File: config.mk
export PLATFORM = sky130hd
export DESIGN_NAME = ocra1_grad_stager
export DESIGN_NICKNAME = d
export VERILOG_FILES = /design/src/rtl/ocra1_pkg.sv /design/src/rtl/ocra1_grad_stager.sv
export SDC_FILE = /design/constraint.sdc
export NUM_CORES = 1
export LEC_CHECK = 0
export ABC_AREA = 1
export BUFFER_PORTS_ARGS = -buffer_cell sky130_fd_sc_hd__buf_2
export CAP_MARGIN = 15
export CORE_UTILIZATION = 40
export CTS_BUF_LIST = sky130_fd_sc_hd__clkbuf_8 sky130_fd_sc_hd__clkbuf_16
export DETAILED_ROUTE_END_ITERATION = 8
export PLACE_DENSITY = 0.57
export SYNTH_ARGS = -nofsm -noshare
export SYNTH_HDL_FRONTEND = slang
export SYNTH_SLANG_ARGS = --single-unit
export TNS_END_PERCENT = 20
File: constraint.sdc
create_clock -name clk -period 2.3 [get_ports clk]
set_input_delay 0.23 -clock clk [delete_from_list [all_inputs] [get_ports clk]]
set_output_delay 0.23 -clock clk [all_outputs]
set_load 0.01 [all_outputs]
File: src/rtl/ocra1_pkg.sv
// Shared OCRA1 constants: channel indices, DAC word field positions and default payloads.
package ocra1_pkg;

   localparam logic [1:0] CH_X  = 2'd0;
   localparam logic [1:0] CH_Y  = 2'd1;
   localparam logic [1:0] CH_Z  = 2'd2;
   localparam logic [1:0] CH_Z2 = 2'd3;

   localparam int UPD_BIT = 24;
   localparam int CH_LSB  = 25;
   localparam int CH_MSB  = 26;

   localparam logic [3:0]  VOLT_PREFIX       = 4'h1;
   localparam logic [23:0] INIT_WORD_DEFAULT = 24'h200002;

   typedef enum logic [1:0] {
      ST_IDLE,
      ST_BURST,
      ST_HOLD
   } stager_state_e;

endpackage

File: src/rtl/ocra1_grad_stager.sv
// Stages four gradient channel values and issues them as 4-word bursts to ocra1_iface,
// with a DAC init burst after reset and on request.
module ocra1_grad_stager
   import ocra1_pkg::*;
#(
   parameter logic [23:0] INIT_WORD   = INIT_WORD_DEFAULT,
   parameter int unsigned HOLD_CYCLES = 2
) (
   input  logic        clk,
   input  logic        rst_n,
   input  logic [17:0] ch_data_i,
   input  logic [1:0]  ch_addr_i,
   input  logic        ch_we_i,
   input  logic        commit_i,
   input  logic        init_i,
   input  logic        busy_i,
   output logic [31:0] data_o,
   output logic        valid_o,
   output logic        pending_o,
   output logic        overrun_o
);

   localparam logic [2:0] HOLD_LAST = 3'(HOLD_CYCLES - 1);

   stager_state_e     state_q;
   logic [1:0]        cnt_q;
   logic [2:0]        hold_q;
   logic              init_burst_q;
   logic              init_pend_q, init_pend_d;
   logic              commit_pend_q, commit_pend_d;
   logic              overrun_q, overrun_d;
   logic signed [17:0] stage_q [4];
   logic signed [17:0] stage_d [4];
   logic signed [17:0] snap_q  [4];
   logic [31:0]       data_q;
   logic              valid_q;

   logic              req_init, req_commit;
   logic              start, start_init, start_commit;
   logic [1:0]        cnt_nxt;
   logic [23:0]       burst_payload;

   function automatic logic [23:0] volt_payload(input logic signed [17:0] v);
      return {VOLT_PREFIX, v, 2'b00};
   endfunction

   function automatic logic [31:0] mk_word(input logic [1:0] ch, input logic [23:0] payload);
      logic [31:0] w;
      w                = '0;
      w[CH_MSB:CH_LSB] = ch;
      w[UPD_BIT]       = (ch == CH_Z2);
      w[23:0]          = payload;
      return w;
   endfunction

   always_comb begin
      stage_d = stage_q;
      if (ch_we_i) stage_d[ch_addr_i] = signed'(ch_data_i);

      // A request arriving this cycle can launch a burst at this very edge.
      req_init     = init_pend_q | init_i;
      req_commit   = commit_pend_q | commit_i;
      start        = (state_q == ST_IDLE) & (req_init | req_commit) & ~busy_i;
      start_init   = start & req_init;
      start_commit = start & ~req_init;

      init_pend_d   = req_init & ~start_init;
      commit_pend_d = req_commit & ~start_commit;
      overrun_d     = overrun_q | (commit_i & commit_pend_q);

      cnt_nxt       = cnt_q + 2'd1;
      burst_payload = init_burst_q ? INIT_WORD : volt_payload(snap_q[cnt_nxt]);
   end

   always_ff @(posedge clk) begin
      if (!rst_n) begin
         state_q       <= ST_IDLE;
         cnt_q         <= 2'd0;
         hold_q        <= 3'd0;
         init_burst_q  <= 1'b0;
         init_pend_q   <= 1'b1;
         commit_pend_q <= 1'b0;
         overrun_q     <= 1'b0;
         stage_q       <= '{default: '0};
         snap_q        <= '{default: '0};
         data_q        <= '0;
         valid_q       <= 1'b0;
      end else begin
         stage_q       <= stage_d;
         init_pend_q   <= init_pend_d;
         commit_pend_q <= commit_pend_d;
         overrun_q     <= overrun_d;
         case (state_q)
            ST_IDLE: begin
               if (start) begin
                  state_q      <= ST_BURST;
                  cnt_q        <= 2'd0;
                  valid_q      <= 1'b1;
                  init_burst_q <= start_init;
                  data_q       <= start_init ? mk_word(CH_X, INIT_WORD)
                                             : mk_word(CH_X, volt_payload(stage_d[0]));
                  if (start_commit) snap_q <= stage_d;
               end
            end
            ST_BURST: begin
               if (cnt_q == 2'd3) begin
                  valid_q <= 1'b0;
                  hold_q  <= 3'd1;
                  state_q <= (HOLD_CYCLES > 1) ? ST_HOLD : ST_IDLE;
               end else begin
                  cnt_q  <= cnt_nxt;
                  data_q <= mk_word(cnt_nxt, burst_payload);
               end
            end
            ST_HOLD: begin
               // The IDLE decision cycle is the final guard cycle, so HOLD itself is one shorter.
               if (hold_q >= HOLD_LAST) state_q <= ST_IDLE;
               else                     hold_q  <= hold_q + 3'd1;
            end
            default: state_q <= ST_IDLE;
         endcase
      end
   end

   assign data_o    = data_q;
   assign valid_o   = valid_q;
   assign pending_o = init_pend_q | commit_pend_q;
   assign overrun_o = overrun_q;

endmodule

Word-level counts from Yosys, hierarchy flattened:

Index checks and enable logic that the tools add are counted.

* register bits after elaboration: 188
* input port bits: 26

* add/sub/neg operators: 2
* magnitude comparators: 4
* equal/unequal tests: 9
* muxes and demuxes: 25
* bitwise logic cells: 18
* reductions and logical operators: 10

Operator list (count)
* $bwmux 72: 1
* $mux 72: 1
* $mux 32: 2
* $pmux 32 s2: 1
* $mux 18: 3
* $mux 22: 2
* $bmux 18 s2: 1
* $demux 18 s2: 1
* $reduce_and 3->1: 5
* $mux 2: 5
* $ne 2x2->1 const B: 5
* $and 1x1->1: 7
* $eq 2x2->1 const B: 3
* $ge 3x3->1 const B: 2
* $mux 3: 2
* $not 2->3: 2
* $pmux 2 s3: 1
* $pmux 3 s2: 1
* $or 1x1->1: 5
* $not 1->1: 4
* $pmux 2 s2: 1
* $reduce_bool 2->1: 2
* $add 3x1->3 const B: 1
* $ge 3x1->1 const B: 1
* other kinds (8): 9

Logic depth before layout (Yosys ltp):

Gate-level depths: netlist of the first run.

* depth in word-level cells: 10
* depth in mapped cells: 13
* gate-level depth less buffers: 10

Worst setup path after synthesis of the first run:

Ideal clock, no wire load.

* path type: register -> register
* from: register cnt_q[0]
* to: register data_q[11] (netlist: data_o[11])
* setup time: 56 ps
* arrival: 1858 ps
* data required time: 2244 ps
* path slack: 387 ps
* cell stages (with the launch flop): 14
* cell sequence: dfxtp_1 > inv_1 > buf_2 > buf_2 > ha_1 > buf_2 > inv_2 > buf_2 > nand3_1 > nand2_1 > nand2_1 > nand3_1 > nand2_1 > inv_1

* cells in the longest elaborated chain, start to end: 8
* elaborated cells on any way between the ends: 11
* classes of those cells: add/sub (1); eq/ne (2); mux (6); bitwise (1); reduce/logical (1)

Ends and longest elaborated chain
* start, declared: line ocra1_grad_stager.sv:26 `logic [1:0] cnt_q;`
* start signal, assigned: line ocra1_grad_stager.sv:111 `cnt_q <= cnt_nxt;`
* $add 2x1->2: line ocra1_grad_stager.sv:71 `cnt_nxt = cnt_q + 2'd1;`
* $not 2->3 (implied by the code): line ocra1_grad_stager.sv:72 `burst_payload = init_burst_q ? INIT_WORD : volt_payload(snap_q[cnt_nxt]);`
* $bmux 18 s2: line ocra1_grad_stager.sv:72
* $mux 18 (implied by the code) (2 in series): line ocra1_grad_stager.sv:72
* $mux 22: line ocra1_grad_stager.sv:72
* $mux 32: line ocra1_grad_stager.sv:106 `if (cnt_q == 2'd3) begin`
* $pmux 32 s2: line ocra1_grad_stager.sv:93 `case (state_q)`
* end signal, assigned: line ocra1_grad_stager.sv:100 `data_q <= start_init ? mk_word(CH_X, INIT_WORD)`
* end signal, assigned: line ocra1_grad_stager.sv:112 `data_q <= mk_word(cnt_nxt, burst_payload);`
* end, declared: line ocra1_grad_stager.sv:35 `logic [31:0] data_q;`

Parallel ways exist; a longest one is shown, timed or not. The select of a mux whose other input is x is not followed.
A chain may end at the register's enable or synchronous reset.

Worst setup path after layout of the first run:

* from: register init_pend_q
* to: register data_q[20] (netlist: data_o[20])

* cells in the longest elaborated chain, start to end: 8
* elaborated cells on any way between the ends: 10
* classes of those cells: eq/ne (1); mux (3); bitwise (5); reduce/logical (1)

Ends and longest elaborated chain
* start, declared: line ocra1_grad_stager.sv:29 `logic init_pend_q, init_pend_d;`
* start signal, assigned: line ocra1_grad_stager.sv:90 `init_pend_q <= init_pend_d;`
* $or 1x1->1 *: line ocra1_grad_stager.sv:61 `req_init = init_pend_q | init_i;`
* $or 1x1->1: line ocra1_grad_stager.sv:63 `start = (state_q == ST_IDLE) & (req_init | req_commit) & ~busy_i;`
* $and 1x1->1 (2 in series): line ocra1_grad_stager.sv:63
* $and 1x1->1: line ocra1_grad_stager.sv:64 `start_init = start & req_init;`
* $mux 22: line ocra1_grad_stager.sv:100
* $mux 32: line ocra1_grad_stager.sv:95 `if (start) begin`
* $pmux 32 s2: line ocra1_grad_stager.sv:93

Every way passes the cells marked *; elsewhere a longest branch is shown, timed or not. The select of a mux whose other input is x is not followed.

==> results.tsv, run 1 <==
metric	value	unit
Setup WS pre-CTS	0.519	ns
Highest Clock Rate	0.557	GHz
Die Span Y	145	um
# nets final	1330	
vias in the first global route	6697	
main combinational cell family by area after synthesis	simple AND/OR/NAND/NOR gates	
port bufs	52	
Filler cells	2164	
DP Area	0.00864	mm^2
sequential area share after synthesis	43.0	%
Post-CTS Setup Bufs	0	
CP Launch Type	flop	
Final setup viols	0	
Max-Cap Viols	0	
Core ar.	0.0202	mm^2
io pins	61	
DR WL/cell	12.9	um
R2R Path Start	init_pend_q	
later-pin clock latency in the skew report	0.43	ns
Post-CTS Hold Buffers	0	
htree depth	4	
Overall Power	7.79	mW
VDD IR max	0.000544	V
Slew @ Worst Pin	0.721	ns
DRT iter0 DRCs	459	
Final ANT Viol Nets	0	
first-pass GRT wire length	34000	um
Hold WC Path Type	in2reg	
CTS Buf Count	17	
CTS max path bufs	2	
post-CTS resize count	0	
DR vias	7052	
Clock Skews	0.00931	ns
Yosys warnings	0	
Simple-Gate Fraction of Synth Area	34.8	%
min Tclk post-route	1.80	ns
Initial Util	40.7	%
ant diodes	0	
Worst Path Max Fanout	24	
TritonCTS clock tree	done	
Synth Area in Compound Gates	4.26	%
Critical path origin	init_pend_q	
Final Cell Area	0.00924	mm^2
Leakage Power	5.54	nW
Max-slew headroom	51.8	%
final period utilization	78.1	%
gr ovfl total	0	
RSZ-0062 raised after global routing	false	
layout overhead on the synthesized area	12.2	%
Mean Syn Cell Area	6.44	um^2
Total Die Area	0.0212	mm^2
Slew Viols, Final	0	
number of remaining DRC errors	0	
FF-to-FF setup slack	0.50	ns
TNS Setup	0	ns
antenna violations before repair	0	
mux cell area share after synthesis	0	%
Routed WL	20400	um
Hold Crit Start	commit_i	
final hold vios	0	
Worst EP required	2.66	ns
DR vias/cell	4.45	
status	finished clean	
share of cells above drive strength 1	9.44	%
XOR/XNOR Fraction of Synth Area	0	%
worst setup path category	reg2reg	
die width	145	um
DP HPWL	13100	um
pin count of the biggest net entering global routing	67	
Synth cell types	23	
Crit. End Element	flop	
global-route usage over all layers	20.3	%
Syn Inst Count	1279	
root buffer cell	clkbuf_16	
final setup margin	0.504	ns
row cnt	52	
GP Congestion	0.820	
Synth Area in Adders	0.608	%
Worst Path Arrival	2.16	ns
TritonCTS Sinks	177	
DRT Pass-1 Iters	5	
flip-flop and latch count after synthesis	177	
Cell Area, Synth	0.00823	mm^2
non-filler cells, final	1583	
DP Cell Count	1551	
PwrDens	843	mW/mm^2
Reg clk slew, reported paths	0.07	ns
-- layout by cell type (no fill, tap or decap) --
cell / instances
nand4_1: 2
nor2_1: 76
inv_6: 2
inv_1: 261
nor2_4: 3
a21oi_1: 12
nand3b_1: 18
buf_12: 5
clkinv_4: 6
clkbuf_8: 1
nand2_4: 1
clkinv_2: 1
o21ai_0: 49
nand3_1: 137
clkbuf_16: 17
clkinvlp_4: 3
nand2_1: 436
buf_2: 51
nand2_2: 6
o21ai_1: 9
nor2_2: 2
conb_1: 8
bufinv_16: 2
inv_2: 9
or2_2: 2
ha_1: 4
buf_4: 13
dfxtp_1: 177
-- routing by layer --
metal	part of all wire, %	wire length, um	vias to the layer above	track usage [%]
li1	-	-	3804	-
met4	1.5	296	0	6.26
met1	47	9620	3116	25.4
met3	3.4	688	21	3.61
met5	0	0	-	0
met2	48	9750	111	35.4
-- kinds of logic (layout without fill, tap and decap cells) --
family	count (synthesis)	in the layout
compound gates	70	70
fa+ha+maj	4	4
buf+inv	344	371
flops	177	177
other cells	1	8
simple gates	683	683
-- per-stage QoR --
step / utilization [%] / hold WS (ns)
3_3_place_gp: 42.7 / 0.456
2_1_floorplan: - / 0.370
6_report: 45.7 / 0.0463
4_1_cts: 45.7 / 0.0367
5_1_grt: 45.7 / 0.0818
3_5_place_dp: 42.7 / 0.455
-- worst paths after layout --
path,cells after the start,endpoint
worst max-delay path,8,data_o[20]
worst min-delay path,3,overrun_o
worst min register to register,2,overrun_o
worst max register to register,8,data_o[20]
-- where the power goes --
| part | switching, mW | internal [mW] | total, mW |
|---|---|---|---|
| logic | 1.01 | 0.484 | 1.49 |
| registers | 0.0956 | 3.27 | 3.36 |
| clock network | 1.29 | 1.64 | 2.93 |
| total | 2.39 | 5.40 | 7.79 |
-- sequential cells by signal, indices dropped and copies added (netlist names) --
register	count
snap_q	72
stage_q	72
data_o	22
hold_q	3
state_q	2
cnt_q	1
commit_pend_q	1
init_burst_q	1
init_pend_q	1
overrun_o	1
valid_o	1
-- layout make-up --
type / instances / area, um^2 / share of cell area, %
flip-flops and latches: 177 / 3540 / 38.4
multi-input cells: 765 / 3290 / 35.6
clock buffers: 18 / 439 / 4.75
inverters: 270 / 1010 / 11.0
clock inverters: 14 / 158 / 1.71
repair buffers: 69 / 453 / 4.90
well taps: 270 / 338 / 3.66
-- cells in the mapped netlist (all sizes together) --
master | count | area, um^2
a21oi | 12 | 60.1
buf | 61 | 359
clkbuf | 13 | 48.8
conb | 1 | 3.75
dfxtp | 177 | 3540
ha | 4 | 50.1
inv | 270 | 1010
nand2 | 443 | 1690
nand3 | 137 | 686
nand3b | 18 | 135
nand4 | 2 | 12.5
nor2 | 81 | 332
o21ai | 58 | 290
or2 | 2 | 12.5
-- worst max-delay path: stages (launching register included) --
cell     delay, ns
dfxtp_1       0.34
nor2_4        0.15
nand2_1       0.08
nand2_2       0.14
buf_4         0.28
nand2_2       0.35
inv_2         0.20
nand2_1       0.06
a21oi_1       0.13
Note: power is estimated with default switching activity, not from simulation.
==> inputs of run 2 (changes only) <==
--- a/config.mk
+++ b/config.mk
@@ -11,7 +11,7 @@
 export CORE_UTILIZATION = 40
 export CTS_BUF_LIST = sky130_fd_sc_hd__clkbuf_8 sky130_fd_sc_hd__clkbuf_16
 export DETAILED_ROUTE_END_ITERATION = 8
-export PLACE_DENSITY = 0.57
+export PLACE_DENSITY = 0.59
 export SYNTH_ARGS = -nofsm -noshare
 export SYNTH_HDL_FRONTEND = slang
 export SYNTH_SLANG_ARGS = --single-unit
==> constraint.sdc (replaced) <==
create_clock -name clk -period 1.6 [get_ports clk]
set_input_delay 0.16 -clock clk [delete_from_list [all_inputs] [get_ports clk]]
set_output_delay 0.16 -clock clk [all_outputs]
set_load 0.01 [all_outputs]
==> run 2 against run 1 <==
Effect of this change: clock power grew 49%; first-iteration DRC count fell by 13%; combinational power rose by 56%; die area is the same; sequential power grew 44%; critical path depth stayed put; global-route usage increased by 0.36 points; hold slack worse by 0.0031 ns; critical path type unchanged; wire length is 1.2% higher; fmax up 21%.
==> results.tsv, run 2 (synthesis results as in run 1) <==
metric	value	unit	change
status	finished clean		
DRT Pass-1 Iters	5		unchanged
core occupancy in the finished layout	47.0	%	+1.3 points
global-route usage over all layers	20.6	%	+0.36 points
crit path cell chain	ha_1, nor2_1, inv_2, nand2_2, buf_12, inv_2, a21oi_1, nor2_1		
worst hold slack	0.0431	ns	-0.00315 ns
min Tclk post-route	1.48	ns	-0.311 ns
later-pin clock latency in the skew report	0.43	ns	about the same
Leakage Power	5.66	nW	+2.2%
Core ar.	0.0202	mm^2	unchanged
DR vias	7236		+2.6%
non-filler cells, final	1600		+1.1%
GP Congestion	0.786		-4.1%
DP Cell Count	1564		+0.84%
Slew @ Worst Pin	0.510	ns	-0.211 ns
worst setup path category	reg2reg		
antenna violations before repair	0		unchanged
Hold WC Path Type	in2reg		
TritonCTS Sinks	177		unchanged
Crit path max-delay family	flip-flops		
CP Launch Type	flop		
CP Buf/Inv Count	3		+1
port bufs	52		unchanged
Worst EP required	1.92	ns	-0.74 ns
Worst Path Arrival	1.81	ns	-0.35 ns
DR vias/cell	4.52		+1.5%
TritonCTS clock tree	done		
CTS Buf Count	17		unchanged
final period utilization	92.8	%	+15 points
met2 wire len	10100	um	+3.4%
pin count of the biggest net entering global routing	42		-37%
first-pass GRT wire length	34600	um	+1.8%
Routed WL	20600	um	+1.2%
row cnt	52		unchanged
vias in the first global route	6865		+2.5%
most common cell after layout, fill and taps aside	nand2_1		
DRT met1 WL	9790	um	+1.7%
Highest Clock Rate	0.674	GHz	+21%
share of cells above drive strength 1	11.4	%	+2.0 points
commonest cells after routing, fill and taps aside	nand2_1, inv_1, dfxtp_1		
Worst path slowest cell	dfxtp_1		
final hold vios	0		unchanged
Slew Viols, Final	0		unchanged
ant diodes	0		unchanged
Die Span Y	145	um	unchanged
root buffer cell	clkbuf_16		
RSZ-0062 raised after global routing	true		
Max-Cap Viols	0		unchanged
CTS max path bufs	2		unchanged
DP HPWL	13700	um	+5.3%
Max-slew headroom	66.0	%	+14 points
Crit. End Element	flop		
die width	145	um	unchanged
Total Die Area	0.0212	mm^2	unchanged
# nets final	1347		+1.3%
WL met3	540	um	-22%
PwrDens	1220	mW/mm^2	+44%
DR WL/cell	12.9	um	+0.16%
htree depth	4		unchanged
Worst Path Max Fanout	24		unchanged
io pins	61		unchanged
VDD IR max	0.000756	V	+39%
DRT iter0 DRCs	398		-13%
Final ANT Viol Nets	0		unchanged
number of remaining DRC errors	0		unchanged
uppermost layer routed	met4		
Reg clk slew, reported paths	0.07	ns	about the same
layout overhead on the synthesized area	15.4	%	
critical path's largest stage delay	0.37	ns	+0.02 ns
gr ovfl total	0		unchanged
Final setup viols	0		unchanged
Initial Util	40.7	%	unchanged
Clock Skews	0.00931	ns	+0.00000544 ns
## run 2: layout make-up
type                       instances  area, um^2
multi-input combinational        765        3360
fill                            2156       10700
sequential                       177        3550
clock buffer                      18         439
clock inverter                    14         178
timing repair buffer              86         624
inverter                         270        1020
tap                              270         338
## run 2: routing by layer
layer / up-vias / track usage, %
li1: 3838 / -
met2: 100 / 36.9
met5: - / 0
met1: 3278 / 25.5
met4: 0 / 4.79
met3: 20 / 4.08
## run 2: stage by stage
step                      area (um^2)  power, mW  setup WS, ns  TNS (ns)
final                            9500       11.6         0.116         0
after detailed placement         8840       7.27       -0.0661    -0.269
after global routing             9500       12.2      -0.00159  -0.00159
after global placement           8840       7.25       -0.0422   -0.0817
after floorplan                  8370       6.58      -0.00334   -0.0200
after CTS                        9470       11.7        0.0475         0
## run 2: worst reg2reg max path, stage by stage (launching register included)
cell and delay (ns):
dfxtp_1 0.37, ha_1 0.22, nor2_1 0.17, inv_2 0.09, nand2_2 0.09, buf_12 0.18
inv_2 0.08, a21oi_1 0.13, nor2_1 0.05
## run 2: where the power goes
part           switching, mW  internal [mW]
registers              0.143           4.70
clock network           1.86           2.52
logic                   1.50          0.834
## run 2: path summary, 6_finish.rpt
check                           cells after the start  slack [ns]     endpoint  startpoint
worst min-delay path                                3        0.04  init_pend_q      busy_i
worst min register to register                      2        0.45    hold_q[2]   hold_q[2]
worst max register to register                      8        0.12     cnt_q[0]  data_o[26]
worst max-delay path                                8        0.12     cnt_q[0]  data_o[26]
## run 2: timing repair
action / 4_1_cts / 5_1_grt
hold endpoints to repair: 2 / 0
hold buffers: 1 / 0
resized for setup: 0 / 2
endpoints found under the setup margin: 0 / 26
buffers inserted: 0 / 3
